**src/rtl/vel_cache_reader.sv**
```systemverilog
// vel_cache_reader: sweeps the VEL_CACHE read port over ids 0..N-1 and
// streams (id, velocity) words through a credit-limited FWFT buffer.
package MD_pkg;
  localparam int PARTICLE_ID_WIDTH  = 6;
  localparam int FLOAT_STRUCT_WIDTH = 32;
endpackage

module vel_cache_reader
  import MD_pkg::*;
#(
  parameter int CACHE_RD_LATENCY = 2
) (
  input  logic                          clk,
  input  logic                          rst,
  input  logic                          start,
  input  logic [PARTICLE_ID_WIDTH-1:0]  num_particles,
  output logic                          busy,
  output logic                          done,
  output logic [PARTICLE_ID_WIDTH-1:0]  rd_addr,
  input  logic [FLOAT_STRUCT_WIDTH-1:0] vel_in,
  output logic [FLOAT_STRUCT_WIDTH-1:0] vel_out,
  output logic [PARTICLE_ID_WIDTH-1:0]  vel_id,
  output logic                          vel_valid,
  input  logic                          vel_ready
);
  localparam int L         = CACHE_RD_LATENCY;
  localparam int BUF_DEPTH = L + 2;
  localparam int W         = PARTICLE_ID_WIDTH;
  localparam int FW        = FLOAT_STRUCT_WIDTH;
  localparam int CW        = $clog2(BUF_DEPTH + 1);
  localparam int PW        = $clog2(BUF_DEPTH);

  typedef enum logic [1:0] {IDLE, SWEEP, DRAIN, DONE} state_t;

  state_t        state_q, state_d;
  logic [W:0]    n_q, n_d;
  logic [W:0]    cnt_q, cnt_d;
  logic [W-1:0]  rd_addr_q, rd_addr_d;
  logic          iss_q, iss_d;
  logic [L-1:0]  pv_q, pv_d;
  logic [W-1:0]  pid_q [L];
  logic [W-1:0]  pid_d [L];
  logic [CW-1:0] infl_q, infl_d;
  logic [CW-1:0] fcnt_q, fcnt_d;
  logic [PW-1:0] wp_q, wp_d;
  logic [PW-1:0] rp_q, rp_d;
  logic [W-1:0]  mid_q [BUF_DEPTH];
  logic [W-1:0]  mid_d [BUF_DEPTH];
  logic [FW-1:0] mvel_q [BUF_DEPTH];
  logic [FW-1:0] mvel_d [BUF_DEPTH];
  logic          push, pop, issue, credit;

  // infl counts words issued but not yet in the buffer (iss_q + pipe);
  // the pop term lets a full buffer keep streaming one word per cycle.
  always_comb begin
    state_d   = state_q;
    n_d       = n_q;
    cnt_d     = cnt_q;
    rd_addr_d = rd_addr_q;
    pid_d     = pid_q;
    mid_d     = mid_q;
    mvel_d    = mvel_q;
    wp_d      = wp_q;
    rp_d      = rp_q;
    issue     = 1'b0;
    push      = pv_q[L-1];
    pop       = (fcnt_q != '0) && vel_ready;
    credit    = (int'(infl_q) + int'(fcnt_q) - int'(pop)) < BUF_DEPTH;

    unique case (state_q)
      IDLE: begin
        if (start) begin
          n_d = {1'b0, num_particles};
          if (num_particles == '0) begin
            state_d = DONE;
          end else begin
            issue     = 1'b1;
            rd_addr_d = '0;
            cnt_d     = {{W{1'b0}}, 1'b1};
            state_d   = (num_particles == W'(1)) ? DRAIN : SWEEP;
          end
        end
      end
      SWEEP: begin
        if (credit) begin
          issue     = 1'b1;
          rd_addr_d = cnt_q[W-1:0];
          cnt_d     = cnt_q + 1'b1;
          if (cnt_q == n_q - 1'b1) state_d = DRAIN;
        end
      end
      DRAIN: state_d = DRAIN;
      DONE:  state_d = IDLE;
    endcase

    iss_d    = issue;
    pv_d     = {pv_q[L-2+1-1:0], iss_q} & {L{1'b1}};
    pid_d[0] = rd_addr_q;
    for (int i = 1; i < L; i++) pid_d[i] = pid_q[i-1];

    if (push) begin
      mid_d[wp_q]  = pid_q[L-1];
      mvel_d[wp_q] = vel_in;
      wp_d = (wp_q == PW'(BUF_DEPTH - 1)) ? '0 : wp_q + 1'b1;
    end
    if (pop) rp_d = (rp_q == PW'(BUF_DEPTH - 1)) ? '0 : rp_q + 1'b1;

    infl_d = infl_q + CW'(issue) - CW'(push);
    fcnt_d = fcnt_q + CW'(push) - CW'(pop);

    if (state_q == DRAIN && infl_d == '0 && fcnt_d == '0)
      state_d = DONE;
  end

  always_ff @(posedge clk or posedge rst) begin
    if (rst) begin
      state_q   <= IDLE;
      n_q       <= '0;
      cnt_q     <= '0;
      rd_addr_q <= '0;
      iss_q     <= 1'b0;
      pv_q      <= '0;
      infl_q    <= '0;
      fcnt_q    <= '0;
      wp_q      <= '0;
      rp_q      <= '0;
      for (int i = 0; i < L; i++) pid_q[i] <= '0;
      for (int i = 0; i < BUF_DEPTH; i++) begin
        mid_q[i]  <= '0;
        mvel_q[i] <= '0;
      end
    end else begin
      state_q   <= state_d;
      n_q       <= n_d;
      cnt_q     <= cnt_d;
      rd_addr_q <= rd_addr_d;
      iss_q     <= iss_d;
      pv_q      <= pv_d;
      infl_q    <= infl_d;
      fcnt_q    <= fcnt_d;
      wp_q      <= wp_d;
      rp_q      <= rp_d;
      pid_q     <= pid_d;
      mid_q     <= mid_d;
      mvel_q    <= mvel_d;
    end
  end

  assign busy      = (state_q != IDLE);
  assign done      = (state_q == DONE);
  assign rd_addr   = rd_addr_q;
  assign vel_valid = (fcnt_q != '0);
  assign vel_out   = vel_valid ? mvel_q[rp_q] : '0;
  assign vel_id    = vel_valid ? mid_q[rp_q] : '0;

  assert property (@(posedge clk) disable iff (rst)
    !(push && !pop && fcnt_q == CW'(BUF_DEPTH)));
endmodule

```
**config.mk**
```make
export PLATFORM = sky130hd
export DESIGN_NAME = vel_cache_reader
export DESIGN_NICKNAME = d
export VERILOG_FILES = /design/src/rtl/vel_cache_reader.sv
export SDC_FILE = /design/constraint.sdc
export NUM_CORES = 1
export LEC_CHECK = 0
export BUFFER_PORTS_ARGS = -buffer_cell sky130_fd_sc_hd__buf_2
export CAP_MARGIN = 10
export CORE_ASPECT_RATIO = 1.25
export CORE_MARGIN = 5
export CORE_UTILIZATION = 45
export DETAILED_ROUTE_END_ITERATION = 7
export SYNTH_ARGS = -nofsm -noshare
export SYNTH_HDL_FRONTEND = slang
export SYNTH_SLANG_ARGS = --single-unit
```
**constraint.sdc**
```tcl
create_clock -name clk -period 8.6 [get_ports clk]
set_input_delay 1.72 -clock clk [delete_from_list [all_inputs] [get_ports clk]]
set_output_delay 1.72 -clock clk [all_outputs]
set_load 0.05 [all_outputs]
```
# Word level (Yosys, flattened, before mapping)
# Cells that the tools add are included.
[word_totals]
reg_bits = 198
inputBits = 42
out_inout_bits = 47
word_cells = 98
[classes]
n_addsub = 10
n_lt_le_gt_ge = 4
eq_ne = 13
mux = 35
bitwise = 2
reduce_logical = 14
[ops]
columns = ["op", "count"]
rows = [
  ["$bwmux 128", 1],
  ["$mux 32", 4],
  ["$bmux 32 s2", 1],
  ["$demux 32 s2", 1],
  ["$mux 6", 7],
  ["$bwmux 24", 1],
  ["$mux 7", 3],
  ["$mux 2", 8],
  ["$pmux 7 s2", 1],
  ["$bmux 6 s2", 1],
  ["$demux 6 s2", 1],
  ["$pmux 6 s2", 1],
  ["$ne 3x3->1 const B", 3],
  ["$eq 2x2->1 const B", 4],
  ["$pmux 2 s4", 1],
  ["$add 7x1->7 const B", 1],
  ["$eq 7x7->1", 1],
  ["$sub 6x1->7 const B", 1],
  ["$add 3x1->3", 2],
  ["$eq 6x1->1 const B", 1],
  ["$ge 3x3->1 const B", 2],
  ["$logic_not 3->1", 2],
  ["$logic_not 6->1", 1],
  ["$ne 2x2->1 const B", 3],
  ["17 further kinds", 26],
]

# Depth between registers and ports, before layout
[depth]
ltp_word = 13
ltp_mapped = 18

# Worst setup path after synthesis
# Ideal clock, no wire load.
[synth_path]
path_type = "input -> register"
start = "input port vel_ready"
end = "register state_q[0]"
arrival_time_ps = 4518
path_slack_ps = 3951
cell_stages = 16
path_cell_list = "nand2_1 > inv_1 > ha_1 > inv_1 > ha_1 > and3b_1 > a2111oi_4 > nor2_1 > o21bai_1 > ha_1 > inv_1 > fa_1 > xnor2_1 > xnor2_1 > nor4_1 > or3_1"
[synth_via]
elab_chain_cells = 12
[synth_lines]
columns = ["element", "line_no", "text"]
rows = [
  ["start: declaration", "24", "input logic vel_ready"],
  ["$logic_and 1x1->1 (*)", "67", "pop = (fcnt_q != '0) && vel_ready;"],
  ["net pop", "51", "logic push, pop, issue, credit;"],
  ["$sub 4x1->5 (*)", "68", "credit = (int'(infl_q) + int'(fcnt_q) - int'(pop)) < BUF_DEPTH;"],
  ["$lt 5x4->1 (*)", "68", ""],
  ["$mux 1 (*)", "85", "if (credit) begin"],
  ["$pmux 1 s2 (*)", "70", "unique case (state_q)"],
  ["net iss_d", "39", "logic iss_q, iss_d;"],
  ["$add 3x1->3 (*)", "108", "infl_d = infl_q + CW'(issue) - CW'(push);"],
  ["$sub 3x1->3 (*)", "108", ""],
  ["net infl_d[2]", "43", "logic [CW-1:0] infl_q, infl_d;"],
  ["$logic_not 3->1 (*)", "111", "if (state_q == DRAIN && infl_d == '0 && fcnt_d == '0)"],
  ["$logic_and 1x1->1 (*) (2 in a row)", "111", ""],
  ["$ne 3x3->1 (no source line)", "n/a", ""],
  ["$reduce_and 3->1 (no source line)", "n/a", ""],
  ["end signal: assignment", "133", "state_q <= state_d;"],
  ["end: declaration", "35", "state_t state_q, state_d;"],
]
# The timed path passes the listed nets; every way through them passes the cells marked *.
# A chain may end at the register's enable or synchronous reset.

# Final worst setup path
[layout_path]
start = "register fcnt_q[1]"
end = "register state_q[0]"
[layout_via]
elab_chain_cells = 13
[layout_lines]
columns = ["element", "line_no", "text"]
rows = [
  ["start: declaration", "44", "logic [CW-1:0] fcnt_q, fcnt_d;"],
  ["start signal: assignment", "140", "fcnt_q <= fcnt_d;"],
  ["$reduce_bool 3->1 (*)", "67", ""],
  ["$logic_and 1x1->1 (*)", "67", ""],
  ["net pop", "51", ""],
  ["$sub 4x1->5 (*)", "68", ""],
  ["$lt 5x4->1 (*)", "68", ""],
  ["$mux 1 (*)", "85", ""],
  ["$pmux 1 s2 (*)", "70", ""],
  ["net iss_d", "39", ""],
  ["$add 3x1->3 (*)", "108", ""],
  ["$sub 3x1->3 (*)", "108", ""],
  ["net infl_d[2]", "43", ""],
  ["$logic_not 3->1 (*)", "111", ""],
  ["$logic_and 1x1->1 (*) (2 in a row)", "111", ""],
  ["$ne 3x3->1 (no source line)", "n/a", ""],
  ["$reduce_and 3->1 (no source line)", "n/a", ""],
]
# Marks and branches as above.

==> impl_metrics.py <==
metrics = {
    "status": {
        "outcome": "complete, no violations",
    },
    "timing": {
        "finalSetupViolations": 0,
        "setup_ws_ps": 3810,
        "finalHoldViolCount": 0,
        "skew_ps": 7.70,
        "drv_slew": 0,
        "min_period_over_period_pct": 55.7,
        "hold_ws_ps": 355,
        "slew_headroom_pct": 24.6,
        "clock.fmax_mhz": 209,
        "period_needed_ps": 4790,
        "rsz0062_at_grt": "false",
        "max_slew.worst_pin.slew_ps": 1130,
        "setup_tns_ps": 0,
    },
    "die": {
        "start_util_pct": 45.7,
        "dieArea_um2": 23500,
        "io_pins": 89,
        "die_h_um": 170,
        "fp.dieW_um": 138,
        "row_count": 58,
        "core_um2": 20200,
    },
    "yosys": {
        "ys_seq_elements": 198,
        "synth.area.top_cells": "dfrtp_1, mux2_2, mux4_2",
        "synth_area_leader_cell": "dfrtp_1",
        "synth_cells": 646,
        "syn-cell-area_um2": 9230,
        "synthDistinctLibCells": 51,
        "seq_area_frac_synth_pct": 53.7,
        "synthTopCellsByCount": "dfrtp_1, mux2_2, and2_1, mux4_2, inv_1",
        "synth_top_area_share_pct": 53.7,
        "syn_nets": 710,
        "synthMostInstantiatedCell": "dfrtp_1",
        "yosys_warnings": 0,
        "async_flop_share_pct": 100,
        "syn_avg_cell_area_um2": 14.3,
        "ys.flop_type": "dfrtp_1",
        "synth_edf_count": 0,
    },
    "cts": {
        "cts_buffer_depth": 2,
        "clk_pin_slew_ps": 70,
        "post_cts_resized": 0,
        "cts_root_buf": "clkbuf_16",
        "postCtsSetupBuffers": 0,
        "clock_latency_ps": 430,
        "cts_tree": "done",
        "numCtsBuffers": 17,
        "cts_sinks": 198,
        "htree_num_levels": 4,
        "ctsHoldBuffers": 0,
    },
    "finish": {
        "fillers": 1766,
        "drive_gt1_share_pct": 47.1,
        "fin_util_pct": 51.9,
        "area_growth_pct": 13.5,
        "diodes": 0,
        "nNetsFinal": 780,
        "multi_input_area_um2": 3980,
        "regArea_um2": 4960,
    },
    "worst_setup_path": {
        "crit_buf_inv": 4,
        "cpMostUsedCell": "inv_1",
        "crit_path_end_kind": "flip-flop",
        "cp_top_family": "simple AND/OR/NAND/NOR gates",
        "max_stage_delay_ps": 720,
        "crit_type": "flip-flop to flip-flop",
        "cpMaxStageDelayCell": "nand3_2",
        "worstPathArrival_ps": 5110,
        "required_ps": 8920,
        "worstPathCellList": "inv_1 -> nand3_2 -> nand2_1 -> inv_1 -> ha_1 -> inv_1 -> ha_1 -> and3b_1 -> a2111oi_4 -> nor2_1 -> o21bai_1 -> ha_1 -> inv_1 -> fa_1 -> xnor2_1 -> xnor2_1 -> nor4_1 -> or3_1",
        "setup.worst_path.start_class": "flip-flop",
        "crit_fanout": 40,
    },
    "power_and_ir_drop": {
        "power.density_nw_per_um2": 439,
        "peakVddDrop_v": 0.000244,
        "total_power_mw": 4.60,
        "leakagePower_nw": 4.68,
    },
    "place": {
        "place_hpwl_um": 11900,
        "gp_routability_congestion": 0.761,
        "place_ws_ps": 3500,
        "portBuffers": 88,
    },
    "global_route": {
        "grt_pass1_wl_um": 30700,
        "first_global_vias": 5854,
        "globalRouteOverflowTotal": 0,
        "grt_start_max_net_pins": 114,
        "grtUsageTotal_pct": 16.3,
        "antenna_found_initial": 2,
    },
    "route": {
        "wirelength_um": 18400,
        "drc": 0,
        "ant_nets": 0,
        "wl_per_cell_um": 18.4,
        "vias": 5323,
        "drt_iter0_markers": 180,
        "post_drt_via_cell_ratio": 5.33,
        "dr.pass1.iters": 4,
    },
    "min_path": {
        "worstHoldPathType": "flip-flop to flip-flop",
    },
    "job": {
        "cap_violations": 0,
    },
}
## path summary, 6_finish.rpt
path	start	to	slack, ps	cells after the start
worst max-delay path	fcnt_q[1]$_DFF_PP0_	state_q[0]$_DFFE_PP0P_	3810	18
max in group asynchronous	rst	mvel_q[97]$_DFFE_PP0P_	5560	3
worst max register to register	fcnt_q[1]$_DFF_PP0_	state_q[0]$_DFFE_PP0P_	3810	18
worst min register to register	pid_d[0]$_DFF_PP0_	pid_q[0]$_DFF_PP0_	350	0
min in group asynchronous	rst	mvel_q[48]$_DFFE_PP0P_	1440	2
worst min-delay path	pid_d[0]$_DFF_PP0_	pid_q[0]$_DFF_PP0_	350	0
## state kept, by name, indices dropped and copies added (netlist names)
signal,count
rp_q,2
state_q,2
rd_addr,6
cnt_q,7
mid_q,24
infl_q,3
pv_q,2
fcnt_q,3
iss_q,1
n_q,6
wp_q,2
mvel_q,128
pid_q,6
pid_d,6
## kinds of logic after synthesis
family,share of synthesized area (%)
DFF,53.7
and+or+nand+nor,5.80
buffers and inverters,3.35
AOI/OAI and AO/OA,4.29
muxes,28.7
xor gates and xnor gates,1.04
adders and majority gates,3.15
## power by group
part	switching [mW]	total, mW	internal, mW
Sequential	0.286	1.60	1.32
Combinational	1.25	2.19	0.940
Clock	0.367	0.802	0.436
## area by class of cell
type                            count  share of cell area (%)
Clock inverter                     15                    1.59
Multi-Input combinational cell    375                    38.0
Clock buffer                       17                    4.06
Timing Repair Buffer               94                    4.64
Inverter                           30                    1.15
Sequential cell                   198                    47.3
Tap cell                          270                    3.23
## cell usage in the layout (no fill, tap or decap), types with 4 or more instances in the layout
master / netlist / layout
and2_1: 40 / 40
buf_2: 6 / 88
buf_4: 7 / 6
clkbuf_16: 0 / 17
clkinvlp_4: 0 / 4
dfrtp_1: 198 / 196
ha_1: 20 / 20
inv_1: 30 / 29
inv_6: 0 / 4
mux2_2: 158 / 158
mux4_2: 38 / 38
nand2_1: 27 / 23
nand2_2: 0 / 4
nand3_1: 7 / 6
nor2_1: 6 / 6
nor3_1: 5 / 5
o21ai_0: 18 / 18
o31ai_1: 4 / 4
xnor2_1: 7 / 7
xor2_1: 4 / 4
## layer usage
metal | GRT usage [%] | vias to the layer above | share of wire, %
li1 | - | 2438 | -
met1 | 20.3 | 2779 | 44
met2 | 28.7 | 78 | 51
met3 | 3.60 | 24 | 3.4
met4 | 4.64 | 4 | 1.4
met5 | 0 | - | 0.15
## worst register-to-register path, stage by stage (launching register included)
cell and delay [ps]:
dfrtp_1 430, inv_1 110, nand3_2 720, nand2_1 460, inv_1 80, ha_1 220, inv_1 60, ha_1 210
and3b_1 210, a2111oi_4 350, nor2_1 180, o21bai_1 210, ha_1 180, inv_1 50, fa_1 380, xnor2_1 180
xnor2_1 170, nor4_1 100, or3_1 370
## through the flow
step                      instance area, µm²  std cells
after floorplan                         9230        646
after global placement                  9880        967
after detailed placement                9880        967
after CTS                              10500        999
after global routing                   10500        999
final                                  10500        999
No activity file was read; power rests on OpenSTA's default activity.
